**config.mk**
```make
export PLATFORM = sky130hd
export DESIGN_NAME = hmcs_intc
export DESIGN_NICKNAME = d
export VERILOG_FILES = /design/src/rtl/hmcs_pkg.sv /design/src/rtl/hmcs_timer.sv /design/src/rtl/hmcs_intc.sv
export SDC_FILE = /design/constraint.sdc
export NUM_CORES = 1
export LEC_CHECK = 0
export ABC_AREA = 1
export BUFFER_PORTS_ARGS = -buffer_cell sky130_fd_sc_hd__buf_2
export CAP_MARGIN = 20
export CELL_PAD_IN_SITES_DETAIL_PLACEMENT = 2
export CELL_PAD_IN_SITES_GLOBAL_PLACEMENT = 2
export CORE_ASPECT_RATIO = 1.5
export CORE_MARGIN = 2
export CORE_UTILIZATION = 27
export CTS_CLUSTER_DIAMETER = 50
export CTS_CLUSTER_SIZE = 20
export DETAILED_ROUTE_END_ITERATION = 10
export GPL_ROUTABILITY_DRIVEN = 0
export PLACE_DENSITY_LB_ADDON = 0.1
export SLEW_MARGIN = 40
export SYNTH_ARGS = -nofsm -noshare
export SYNTH_HDL_FRONTEND = slang
export SYNTH_HIERARCHICAL = 1
export SYNTH_SLANG_ARGS = --single-unit
```
**constraint.sdc**
```tcl
create_clock -name clk -period 1.22 [get_ports clk]
set_input_delay 0.244 -clock clk [delete_from_list [all_inputs] [get_ports clk]]
set_output_delay 0.244 -clock clk [all_outputs]
set_load 0.05 [all_outputs]
```
**src/rtl/hmcs_pkg.sv**
```systemverilog
// Shared types and constants for the HMCS44A interrupt/timer controller.
// Mask commands SEIM/REIM pick their target mask with cmd_data[1:0] (0=im0, 1=im1, 2=tm).
package hmcs_pkg;

    typedef enum logic [3:0] {
        CMD_NOP   = 4'h0,
        CMD_SEIE  = 4'h1,
        CMD_REIE  = 4'h2,
        CMD_SEIF0 = 4'h3,
        CMD_REIF0 = 4'h4,
        CMD_SEIF1 = 4'h5,
        CMD_REIF1 = 4'h6,
        CMD_SETF  = 4'h7,
        CMD_RETF  = 4'h8,
        CMD_SECF  = 4'h9,
        CMD_RECF  = 4'hA,
        CMD_SEIM  = 4'hB,
        CMD_REIM  = 4'hC,
        CMD_LTI   = 4'hD,
        CMD_LTA   = 4'hE
    } intc_cmd_e;

    typedef enum logic [1:0] {
        ST_IDLE,
        ST_PEND,
        ST_SERVICE
    } intc_state_e;

    localparam logic [1:0] SRC_INT0  = 2'd0;
    localparam logic [1:0] SRC_INT1  = 2'd1;
    localparam logic [1:0] SRC_TIMER = 2'd2;

    localparam logic [10:0] VEC_INT0_DEF  = 11'h03F;
    localparam logic [10:0] VEC_INT1_DEF  = 11'h03F;
    localparam logic [10:0] VEC_TIMER_DEF = 11'h13F;

    function automatic logic maj3(input logic [2:0] s);
        return (s[0] & s[1]) | (s[1] & s[2]) | (s[0] & s[2]);
    endfunction

endpackage

```
**src/rtl/hmcs_timer.sv**
```systemverilog
// Prescaler plus 4-bit timer/counter; a load always beats a same-cycle increment.
module hmcs_timer #(
    parameter int PRESCALE_W = 6
) (
    input  logic       clk,
    input  logic       reset,
    input  logic       ce,
    input  logic       cf,
    input  logic       cnt_edge,
    input  logic       load,
    input  logic [3:0] load_data,
    output logic [3:0] counter,
    output logic       ovf
);

    logic [PRESCALE_W-1:0] prescaler;
    logic                  tick;
    logic                  inc;

    assign tick = ce && (&prescaler);
    assign inc  = cf ? cnt_edge : tick;
    assign ovf  = inc && !load && (counter == 4'hF);

    always_ff @(posedge clk or posedge reset) begin
        if (reset) begin
            prescaler <= '0;
            counter   <= 4'h0;
        end else begin
            if (ce) begin
                if (load)
                    prescaler <= '0;
                else
                    prescaler <= prescaler + 1'b1;
            end
            if (load)
                counter <= load_data;
            else if (inc)
                counter <= counter + 4'd1;
        end
    end

endmodule

```
**src/rtl/hmcs_intc.sv**
```systemverilog
// HMCS44A interrupt controller: input sync, flags/masks, priority and irq/ack FSM.
// Optional majority glitch filter on int0/int1 when HMCS_INTC_GLITCH_FILTER_EN is defined.
module hmcs_intc import hmcs_pkg::*; #(
    parameter int          PRESCALE_W = 6,
    parameter logic [10:0] VEC_INT0   = VEC_INT0_DEF,
    parameter logic [10:0] VEC_INT1   = VEC_INT1_DEF,
    parameter logic [10:0] VEC_TIMER  = VEC_TIMER_DEF
) (
    input  logic        clk,
    input  logic        reset,
    input  logic        ce,
    input  logic        int0,
    input  logic        int1,
    input  logic        cmd_valid,
    input  logic [3:0]  cmd_op,
    input  logic [3:0]  cmd_data,
    output logic [3:0]  counter,
    output logic [4:0]  flags,
    output logic [2:0]  req,
    output logic        irq,
    output logic [10:0] irq_vec,
    input  logic        irq_ack,
    input  logic        rtni
);

    logic [1:0]  sync0, sync1;
    logic        in0_clean, in1_clean;
    logic        in0_prev, in1_prev;
    logic        fall0, fall1;
    logic        if0, if1, tf;
    logic        im0, im1, tm;
    logic        ie, cf;
    logic        tmr_ovf;
    logic [2:0]  pend;
    logic [1:0]  win_src;
    logic [10:0] win_vec;
    logic [1:0]  winner;
    logic [2:0]  ack_clr;
    intc_state_e state;
    intc_cmd_e   cmd;

    logic c_seie, c_reie, c_seif0, c_reif0, c_seif1, c_reif1;
    logic c_setf, c_retf, c_secf, c_recf, c_seim, c_reim, c_load;
    logic ack_take, svc_exit;

    // Idle-high reset values keep reset release from looking like a falling edge.
    always_ff @(posedge clk or posedge reset) begin
        if (reset) begin
            sync0 <= 2'b11;
            sync1 <= 2'b11;
        end else begin
            sync0 <= {sync0[0], int0};
            sync1 <= {sync1[0], int1};
        end
    end

`ifdef HMCS_INTC_GLITCH_FILTER_EN
    logic [2:0] hist0, hist1;

    always_ff @(posedge clk or posedge reset) begin
        if (reset) begin
            hist0 <= 3'b111;
            hist1 <= 3'b111;
        end else begin
            hist0 <= {hist0[1:0], sync0[1]};
            hist1 <= {hist1[1:0], sync1[1]};
        end
    end

    assign in0_clean = maj3(hist0);
    assign in1_clean = maj3(hist1);
`else
    assign in0_clean = sync0[1];
    assign in1_clean = sync1[1];
`endif

    always_ff @(posedge clk or posedge reset) begin
        if (reset) begin
            in0_prev <= 1'b1;
            in1_prev <= 1'b1;
        end else begin
            in0_prev <= in0_clean;
            in1_prev <= in1_clean;
        end
    end

    assign fall0 = in0_prev && !in0_clean;
    assign fall1 = in1_prev && !in1_clean;

    assign cmd = intc_cmd_e'(cmd_op);

    always_comb begin
        c_seie  = 1'b0;
        c_reie  = 1'b0;
        c_seif0 = 1'b0;
        c_reif0 = 1'b0;
        c_seif1 = 1'b0;
        c_reif1 = 1'b0;
        c_setf  = 1'b0;
        c_retf  = 1'b0;
        c_secf  = 1'b0;
        c_recf  = 1'b0;
        c_seim  = 1'b0;
        c_reim  = 1'b0;
        c_load  = 1'b0;
        if (ce && cmd_valid) begin
            case (cmd)
                CMD_SEIE:         c_seie  = 1'b1;
                CMD_REIE:         c_reie  = 1'b1;
                CMD_SEIF0:        c_seif0 = 1'b1;
                CMD_REIF0:        c_reif0 = 1'b1;
                CMD_SEIF1:        c_seif1 = 1'b1;
                CMD_REIF1:        c_reif1 = 1'b1;
                CMD_SETF:         c_setf  = 1'b1;
                CMD_RETF:         c_retf  = 1'b1;
                CMD_SECF:         c_secf  = 1'b1;
                CMD_RECF:         c_recf  = 1'b1;
                CMD_SEIM:         c_seim  = 1'b1;
                CMD_REIM:         c_reim  = 1'b1;
                CMD_LTI, CMD_LTA: c_load  = 1'b1;
                default:          ;
            endcase
        end
    end

    hmcs_timer #(
        .PRESCALE_W(PRESCALE_W)
    ) u_timer (
        .clk      (clk),
        .reset    (reset),
        .ce       (ce),
        .cf       (cf),
        .cnt_edge (fall1),
        .load     (c_load),
        .load_data(cmd_data),
        .counter  (counter),
        .ovf      (tmr_ovf)
    );

    assign pend     = {tf, if1, if0} & ~{tm, im1, im0};
    assign ack_take = (state == ST_PEND) && irq_ack;
    assign svc_exit = (state == ST_SERVICE) && ((ce && rtni) || c_seie);
    assign ack_clr  = ack_take ? (3'b001 << winner) : 3'b000;

    always_comb begin
        win_src = SRC_INT0;
        win_vec = VEC_INT0;
        if (pend[0]) begin
            win_src = SRC_INT0;
            win_vec = VEC_INT0;
        end else if (pend[1]) begin
            win_src = SRC_INT1;
            win_vec = VEC_INT1;
        end else if (pend[2]) begin
            win_src = SRC_TIMER;
            win_vec = VEC_TIMER;
        end
    end

    // Hardware sets are applied last so they survive a same-cycle software or ack clear.
    always_ff @(posedge clk or posedge reset) begin
        if (reset) begin
            if0 <= 1'b0;
            if1 <= 1'b0;
            tf  <= 1'b0;
            im0 <= 1'b1;
            im1 <= 1'b1;
            tm  <= 1'b1;
            ie  <= 1'b0;
            cf  <= 1'b0;
        end else begin
            if (c_seif0)
                if0 <= 1'b1;
            else if (c_reif0 || ack_clr[0])
                if0 <= 1'b0;
            if (fall0)
                if0 <= 1'b1;

            if (c_seif1)
                if1 <= 1'b1;
            else if (c_reif1 || ack_clr[1])
                if1 <= 1'b0;
            if (fall1)
                if1 <= 1'b1;

            if (c_setf)
                tf <= 1'b1;
            else if (c_retf || ack_clr[2])
                tf <= 1'b0;
            if (tmr_ovf)
                tf <= 1'b1;

            if (c_seim || c_reim) begin
                case (cmd_data[1:0])
                    SRC_INT0:  im0 <= c_seim;
                    SRC_INT1:  im1 <= c_seim;
                    SRC_TIMER: tm  <= c_seim;
                    default:   ;
                endcase
            end

            if (c_secf)
                cf <= 1'b1;
            else if (c_recf)
                cf <= 1'b0;

            if (c_seie)
                ie <= 1'b1;
            else if (c_reie)
                ie <= 1'b0;
            if (ack_take)
                ie <= 1'b0;
            else if (svc_exit)
                ie <= 1'b1;
        end
    end

    // The winner and vector are latched on entry to PEND and frozen until ack or withdraw.
    always_ff @(posedge clk or posedge reset) begin
        if (reset) begin
            state   <= ST_IDLE;
            irq     <= 1'b0;
            irq_vec <= VEC_INT0;
            winner  <= SRC_INT0;
        end else begin
            case (state)
                ST_IDLE: begin
                    if (ie && (|pend)) begin
                        winner  <= win_src;
                        irq_vec <= win_vec;
                        irq     <= 1'b1;
                        state   <= ST_PEND;
                    end
                end
                ST_PEND: begin
                    if (irq_ack) begin
                        irq   <= 1'b0;
                        state <= ST_SERVICE;
                    end else if (c_reie) begin
                        irq   <= 1'b0;
                        state <= ST_IDLE;
                    end
                end
                ST_SERVICE: begin
                    if (svc_exit)
                        state <= ST_IDLE;
                end
                default: begin
                    irq   <= 1'b0;
                    state <= ST_IDLE;
                end
            endcase
        end
    end

    assign flags = {ie, tm, im1, im0, cf};
    assign req   = {tf, if1, if0};

endmodule

```
==> results_dict.tcl, run 1 <==
set metrics [dict create \
    outcome "finished, violations left" \
    violations "negative setup slack" \
    finalCriticalPeriod_ps 1310 \
    area_growth_pct 44.3 \
    viasPerCell 4.51 \
    setup-violations-final 7 \
    synth_cell_types 30 \
    max_stage_delay_ps 550 \
    hold_viol 0 \
    vias 1596 \
    synth.yosys.seq_area_share_pct 43.7 \
    die_h_um 101 \
    maxCapViolations 0 \
    diodes 0 \
    antenna_found_initial 0 \
    fin_cells 354 \
    dr.pass1.iters 2 \
    cts_tree "yes" \
    hp-class "input pin to register" \
    io_pins 40 \
    crit_arrival_ps 1070 \
    drtIter0Drc 23 \
    yosysTopAreaCell "dfrtp_1" \
    ys_ff_latch 29 \
    place_area_mm2 0.00206 \
    start_util_pct 27.7 \
    powerDensity_mw_per_mm2 1960 \
    synth_area_per_cell_um2 8.07 \
    layout_setup_ws_ps -93.6 \
    clock_skew_ps 5.54 \
    synth_ff_type "dfrtp_1" \
    cts_root_buf "clkbuf_8" \
    critPathKind "register to primary output" \
    design_area_mm2 0.00243 \
    synthDominantCellAreaShare_pct 29.7 \
    cpMaxStageDelayCell "dfstp_2" \
    die_w_um 68.5 \
    clkSinkCount 29 \
    grt_usage_pct 16.1 \
    final_net_count 297 \
    timing.hold.ws_ps 62.2 \
    fin_crit_sh_pct 108 \
    syn_inst 209 \
    critPathLaunchType "register" \
    portBuffers 29 \
    leakage_uw 0.00123 \
    total_power_uw 4760 \
    route.detailed.drc 0 \
    required_ps 980 \
    postRouteAntennaNets 0 \
    dieArea_mm2 0.00691 \
    grt_start_max_net_pins 20 \
    synthArstFlopShare_pct 100 \
    core-area_mm2 0.00609 \
    cp_max_fo 2 \
    min_path_cells 1 \
    drive_above_1_share_pct 45.7 \
    syn_area_mm2 0.00169 \
    power.ir.vdd_worst_mv 1.03 \
    clkLatencyLatePin_ps 280 \
    synth_edf_count 0 \
    htree_levels 2 \
    synth_commonest_cells "54 x nand2_1, 22 x inv_1, 20 x dfrtp_1" \
    placedCellCount 334 \
    row_count 35 \
    achievable-frequency_mhz 761 \
    clockBufferDepth 2 \
    synthMostInstantiatedCell "nand2_1" \
    globalRouteOverflowTotal 0 \
    clk_pin_slew_worst_paths_ps 70 \
    reg2regPathDepth 8 \
    slew_viol_final 0 \
    crit_chain "buf_6, buf_8" \
    grt_pass1_wl_um 8180 \
    yosysWarnings 6 \
    cts_buffers 5 \
    wirelength_um 5290 \
    rsz0062_at_grt "true" \
    yosys-top-cells-area "dfrtp_1 30%, dfstp_2 14%, nand2_1 12%" \
    wl_per_cell_um 14.9 \
    grt_pass1_vias 1751 \
    dp_hpwl_um 3950 \
    worst_setup_path_end_kind "primary output" \
]
## cell usage in the layout, fill, tap and decap left out, types with 2 or more instances in the layout
master	count
nand2_1	47
buf_4	41
inv_1	21
dfrtp_1	16
buf_2	16
nor2_1	15
nand3_1	12
buf_6	11
nand2_2	10
conb_1	10
dfstp_2	9
a21oi_1	8
nand4_1	7
o21ai_0	6
buf_8	6
o21ai_1	5
clkbuf_8	5
inv_2	4
dfrtp_2	4
nand3_2	3
nor3_2	2
nor2_2	2
clkinv_2	2
nand3_4	2
nand2_4	2
## critical path, delay by kind of cell (launching register included)
kind | cells | cell delay, ps
buffers and inverters | 2 | 230
DFF | 1 | 550
## power breakdown
part	total, uW	switching (uW)	internal, uW
logic	2440	1430	1010
clock network	787	392	395
registers	1530	266	1270
## sequential cells by signal, indices dropped and copies added (netlist names)
register	cells
u_timer/counter	4
ie	1
cf	1
sync0	2
tf	1
irq	1
tm	1
winner	1
in1_prev	1
im0	1
in0_prev	1
state	2
if0	1
if1	1
irq_vec	1
im1	1
u_timer/prescaler	6
sync1	2
## routing by layer
metal	wire [um]	vias up	GRT usage, %
li1	-	774	-
met1	1800	798	15.6
met2	3320	19	32.6
met3	125	5	2.68
met4	45	0	4.15
met5	0	-	0
## metrics by stage
step	TNS [ps]	setup slack [ps]	utilization, %
floorplan	0	11.6	-
global placement	-1430	-138	33.9
detailed placement	-2230	-228	33.9
CTS	-307	-91.4	38.4
global route	-862	-121	40.0
finish	-321	-93.6	40.0
## cell type report
| class | instances | area, um2 |
|---|---|---|
| Tap cell | 74 | 92.6 |
| Inverter | 25 | 93.8 |
| Clock buffer | 6 | 72.6 |
| Clock inverter | 2 | 10.0 |
| Fill cell | 718 | 3650 |
| Sequential cell | 29 | 742 |
| Multi-Input combinational cell | 142 | 791 |
| Timing Repair Buffer | 76 | 632 |
## worst paths after layout
check | startpoint | slack (ps) | end
max in group asynchronous | reset | 370 | u_timer/counter[0]
hold / removal | int0 | 60 | sync0[0]
setup reg to reg | in1_prev | -20 | u_timer/counter[0]
setup / recovery | im1 | -90 | flags[2]
min in group asynchronous | reset | 520 | u_timer/prescaler[2]
hold reg to reg | sync1[0] | 360 | sync1[1]
## logic make-up (layout without fill, tap and decap cells)
family | Yosys count | in the layout | share of synthesized area, %
other cells | 2 | 10 | 0.445
flops | 29 | 29 | 43.7
fa+ha+maj | 2 | 2 | 1.48
xor+xnor | 1 | 1 | 0.519
simple gates | 106 | 106 | 31.4
compound gates | 23 | 23 | 7.49
buf+inv | 46 | 109 | 15.0
## repair_timing
| item | in CTS | in global routing |
|---|---|---|
| resized for setup | 40 | 20 |
| hold buffers | 1 | 0 |
| setup buffers | 6 | 5 |
| hold endpoints to repair | 20 | 0 |
| setup endpoints to repair | 19 | 21 |
| pin swaps | 0 | 4 |
Note: power is estimated with default switching activity, not from simulation.
==> run 2, diff against run 1 <==
--- a/config.mk
+++ b/config.mk
@@ -17,7 +17,7 @@
 export CTS_CLUSTER_SIZE = 20
 export DETAILED_ROUTE_END_ITERATION = 10
 export GPL_ROUTABILITY_DRIVEN = 0
-export PLACE_DENSITY_LB_ADDON = 0.1
+export PLACE_DENSITY_LB_ADDON = 0.15
 export SLEW_MARGIN = 40
 export SYNTH_ARGS = -nofsm -noshare
 export SYNTH_HDL_FRONTEND = slang
==> run 2 against run 1 <==
- the run still ends with negative setup slack left
- cell count shrank 2.0%
- non-clock buffer count shrank 7
- global-route usage shrank 0.47 points
- flip-flop and latch count is the same
==> results_dict.tcl, run 2 (synthesis results as in run 1) <==
set metrics [dict create \
    outcome "finished, violations left" \
    violations "negative setup slack" \
    postRouteAntennaNets 0 \
    clockBufferDepth 2 \
    intPower_uw 2630 \
    final_cell_mix "47 x nand2_1, 39 x buf_4, 22 x inv_1" \
    multi_input_area_um2 825 \
    reg2regPathDepth 7 \
    finalCriticalPeriod_ps 1290 \
    power.ir.vdd_worst_mv 0.806 \
    dr.pass1.iters 4 \
    area_growth_pct 42.1 \
    maxCapViolations 0 \
    critPathLaunchType "register" \
    htree_levels 2 \
    rr_startpoint "u_timer/prescaler[0]" \
    setup-violations-final 4 \
    powerDensity_mw_per_mm2 1960 \
    largest_register_ffs 6 \
    largest_register "u_timer/prescaler" \
    hold_start "int1" \
    p_comb_share_pct 49.1 \
    critPathKind "register to primary output" \
    min_to "sync1[0]" \
    grt_start_max_net_pins 20 \
    antenna_found_initial 0 \
    drtIter0Drc 31 \
    wirelength_um 4960 \
    leakage_uw 0.00120 \
    grt_usage_pct 15.6 \
    drive_above_1_share_pct 45.4 \
    vias 1544 \
    required_ps 980 \
    start_util_pct 27.7 \
    regToRegSetupSlack_ps -10 \
    hp-class "input pin to register" \
    die_h_um 101 \
    crit_arrival_ps 1050 \
    sequentialPowerShare_pct 33.8 \
    slew_viol_final 0 \
    final_common_cell "nand2_1" \
    p_clk_share_pct 17.1 \
    clk_pin_slew_worst_paths_ps 60 \
    globalRouteOverflowTotal 0 \
    core-area_mm2 0.00609 \
    rsz0062_at_grt "true" \
    n_fill_cell 718 \
    clkSinkCount 29 \
    power.switching_uw 2060 \
    dp_hpwl_um 3990 \
    grt_pass1_wl_um 8020 \
    die_w_um 68.5 \
    fin_crit_sh_pct 106 \
    achievable-frequency_mhz 772 \
    min_path_cells 1 \
    p_sw_share_pct 43.9 \
    clock_skew_ps 4.30 \
    grt_pass1_vias 1737 \
    row_count 35 \
    viasPerCell 4.45 \
    cts_root_buf "clkbuf_8" \
    layout_setup_ws_ps -74.8 \
    clkLatencyLatePin_ps 270 \
    reg2reg_to "u_timer/counter[3]" \
    pre_cts_ws_ps -188 \
    portBuffers 29 \
    io_pins 40 \
    cts_buffers 5 \
    dieArea_mm2 0.00691 \
    top_regs "u_timer/prescaler (6), u_timer/counter (4)" \
    final_net_count 290 \
    route.detailed.drc 0 \
    finalSetupTns_ps -225 \
    cp_max_fo 2 \
    cts_tree "yes" \
    register_area_um2 744 \
    diodes 0 \
    wl_per_cell_um 14.3 \
    hold_viol 0 \
    worst_setup_path_end_kind "primary output" \
]
[run 2: cell count changes in the layout (fill, tap and decap cells not counted), sizes merged]
| cell | previous run | this run |
|---|---|---|
| clkbuf | 6 | 8 |
| buf | 75 | 68 |
| clkinv | 2 | 0 |
[run 2: per-layer routing]
| metal | GRT usage (%) | vias to the layer above | share of wire [%] |
|---|---|---|---|
| li1 | - | 762 | - |
| met1 | 15.6 | 756 | 35 |
| met2 | 30.9 | 22 | 62 |
| met3 | 2.46 | 4 | 2.6 |
| met4 | 4.77 | 0 | 0.93 |
| met5 | 0 | - | 0 |
[run 2: through the flow]
stage               hold slack (ps)  instance area [um2]  util [%]  total power [uW]  instances
finish                         68.0                 2400      39.4              4690        347
global route                   57.9                 2400      39.4              5020        347
CTS                            55.6                 2320      38.2              4660        346
detailed placement              283                 2060      33.8              3530        333
global placement                283                 2060      33.8              3470        333
floorplan                      84.0                 1720         -              2940        217
[run 2: how the worst max path moves through the flow]
| stage | start | endpoint | slack, ps | cells after the start |
|---|---|---|---|---|
| 5_1_grt | im0 | flags[1] | -110 | 2 |
| 2_1_floorplan | ce | tf | 10 | 9 |
| 3_3_place_gp | ce | u_timer/prescaler[3] | -160 | 9 |
| 6_report | im0 | flags[1] | -70 | 2 |
| 4_1_cts | im1 | flags[2] | -90 | 2 |
| 3_5_place_dp | in1_prev | tf | -190 | 5 |
[run 2: area by class of cell]
cell class | count | share of cell area [%]
Clock buffer | 8 | 3.76
Inverter | 25 | 3.91
Multi-Input combinational cell | 142 | 34.4
Sequential cell | 29 | 31.1
Tap cell | 74 | 3.86
Timing Repair Buffer | 69 | 23.0
[run 2: what timing repair did]
action,CTS,global route
hold endpoints to repair,10,0
pin swaps,0,7
gates cloned,0,0
resized for setup,41,20
setup buffers,4,2
endpoints found under the setup margin,24,16
hold buffers,1,0
[run 2: power by group through the flow]
stage	clock, uW	sequential, uW	combinational (uW)
after floorplan	0	1770	1170
after global placement	0	1540	1920
after detailed placement	0	1560	1970
after CTS	848	1580	2240
after global routing	882	1630	2510
final	805	1580	2300
[run 2: worst max-delay path, stage by stage (launching register included)]
cell and delay [ps]:
dfstp_2 540, buf_6 100, buf_8 130
==> run 3, diff against run 2 <==
--- a/config.mk
+++ b/config.mk
@@ -18,6 +18,8 @@
 export DETAILED_ROUTE_END_ITERATION = 10
 export GPL_ROUTABILITY_DRIVEN = 0
 export PLACE_DENSITY_LB_ADDON = 0.15
+export RECOVER_POWER = 25
+export SETUP_SLACK_MARGIN = 0.3
 export SLEW_MARGIN = 40
 export SYNTH_ARGS = -nofsm -noshare
 export SYNTH_HDL_FRONTEND = slang
==> run 3 against run 2 <==
- final area increased by 10%
- utilization rose by 3.9 points
- the run still ends with negative setup slack left
- critical endpoint is now flags[2]
- cell count grew 1.4%
- via count increased by 3.0%
- largest cell class unchanged
- sequential power up 3%
- non-clock buffer count is 5 higher
==> results_dict.tcl, run 3 (synthesis results as in run 1) <==
set metrics [dict create \
    outcome "finished, violations left" \
    violations "negative setup slack" \
    regToRegSetupSlack_ps 10 \
    hp-class "input pin to register" \
    largest_register "u_timer/prescaler" \
    grt_pass1_vias 1768 \
    clockBufferDepth 2 \
    crit_family "flip-flops" \
    final_net_count 295 \
    timing.critical_path.buf_inv 1 \
    utilization_pct 43.3 \
    wirelength_um 5390 \
    clkLatencyLatePin_ps 280 \
    min_to "sync0[0]" \
    design_area_mm2 0.00264 \
    cp_max_fo 3 \
    dp_hpwl_um 3840 \
    portBuffers 29 \
    postRouteAntennaNets 0 \
    globalRouteOverflowTotal 0 \
    grt_start_max_net_pins 20 \
    final_cell_mix "38 x nand2_1, 34 x buf_4, 19 x inv_1" \
    slew_viol_final 0 \
    drtIter0Drc 32 \
    powerDensity_mw_per_mm2 1950 \
    core-area_mm2 0.00609 \
    largest_register_ffs 6 \
    min_path_cells 1 \
    wl_per_cell_um 15.3 \
    layout_setup_ws_ps -33.4 \
    start_util_pct 27.7 \
    required_ps 980 \
    timing.hold.ws_ps 63.0 \
    htree_levels 2 \
    critPathKind "register to primary output" \
    crit_chain "buf_8" \
    area_growth_pct 56.3 \
    dieArea_mm2 0.00691 \
    crit_arrival_ps 1010 \
    setup-violations-final 3 \
    die_w_um 68.5 \
    achievable-frequency_mhz 798 \
    reg2reg_to "u_timer/counter[0]" \
    leakage_uw 0.00128 \
    rr_startpoint "u_timer/prescaler[1]" \
    rsz0062_at_grt "true" \
    reg2regPathDepth 7 \
    clock_skew_ps 5.62 \
    hold_start "int0" \
    diodes 0 \
    drive_above_1_share_pct 56.5 \
    route.detailed.drc 0 \
    power.ir.vdd_worst_mv 0.926 \
    die_h_um 101 \
    top_regs "u_timer/prescaler (6), u_timer/counter (4)" \
    n_fill_cell 669 \
    hold_viol 0 \
    io_pins 40 \
    final_common_cell "nand2_1" \
    finalCriticalPeriod_ps 1250 \
    fin_crit_sh_pct 103 \
    grt_pass1_wl_um 8370 \
    vias 1591 \
    cpMaxStageDelayCell "dfstp_2" \
    place_area_mm2 0.00200 \
    crit_path_start "im1" \
    viasPerCell 4.52 \
    cts_buffers 5 \
    cts_root_buf "clkbuf_8" \
    cts_tree "yes" \
    worst_setup_path_end_kind "primary output" \
    clk_pin_slew_worst_paths_ps 70 \
    grt_usage_pct 16.6 \
    critPathLaunchType "register" \
    maxCapViolations 0 \
    row_count 35 \
    clkSinkCount 29 \
    max_stage_delay_ps 580 \
    dr.pass1.iters 4 \
    antenna_found_initial 0 \
]
[run 3: cell type report]
class	instances	area [um2]	area share (%)
Multi-Input combinational cell	142	946	35.9
Sequential cell	29	744	28.2
Timing Repair Buffer	74	668	25.3
Inverter	25	98.8	3.75
Tap cell	74	92.6	3.51
Clock buffer	5	68.8	2.61
Clock inverter	3	17.5	0.664
[run 3: power breakdown]
group          leakage, uW  switching [uW]  internal, uW  total (uW)
combinational     0.000903            1530          1200        2730
sequential        0.000330             351          1270        1620
clock            0.0000439             405           393         799
[run 3: stage by stage]
stage	TNS (ps)	total power [uW]	std cells	setup WS, ps
5_1_grt	-488	5520	352	-68.2
3_3_place_gp	-1120	3400	317	-140
3_5_place_dp	-1380	3450	317	-170
4_1_cts	-127	5000	341	-47.9
2_1_floorplan	0	3030	217	44.0
6_report	-67.5	5150	352	-33.4
[run 3: layer usage]
metal	global-route usage [%]	share of wire, %
met1	15.9	34
met2	33.4	62
met3	2.91	1.7
met4	5.08	1.8
met5	0	0
[run 3: timing repair]
item,in CTS,in global routing
hold buffers,1,0
buffers inserted,15,11
setup endpoints to repair,36,36
pin swaps,14,15
hold endpoints to repair,15,0
gates resized for setup,79,22
[run 3: worst max path at each step]
stage | slack (ps) | depth (start not counted) | endpoint
floorplan | 40 | 9 | tf
global placement | -140 | 10 | tf
detailed placement | -170 | 10 | tf
CTS | -50 | 1 | flags[1]
global route | -70 | 1 | flags[1]
finish | -30 | 1 | flags[2]
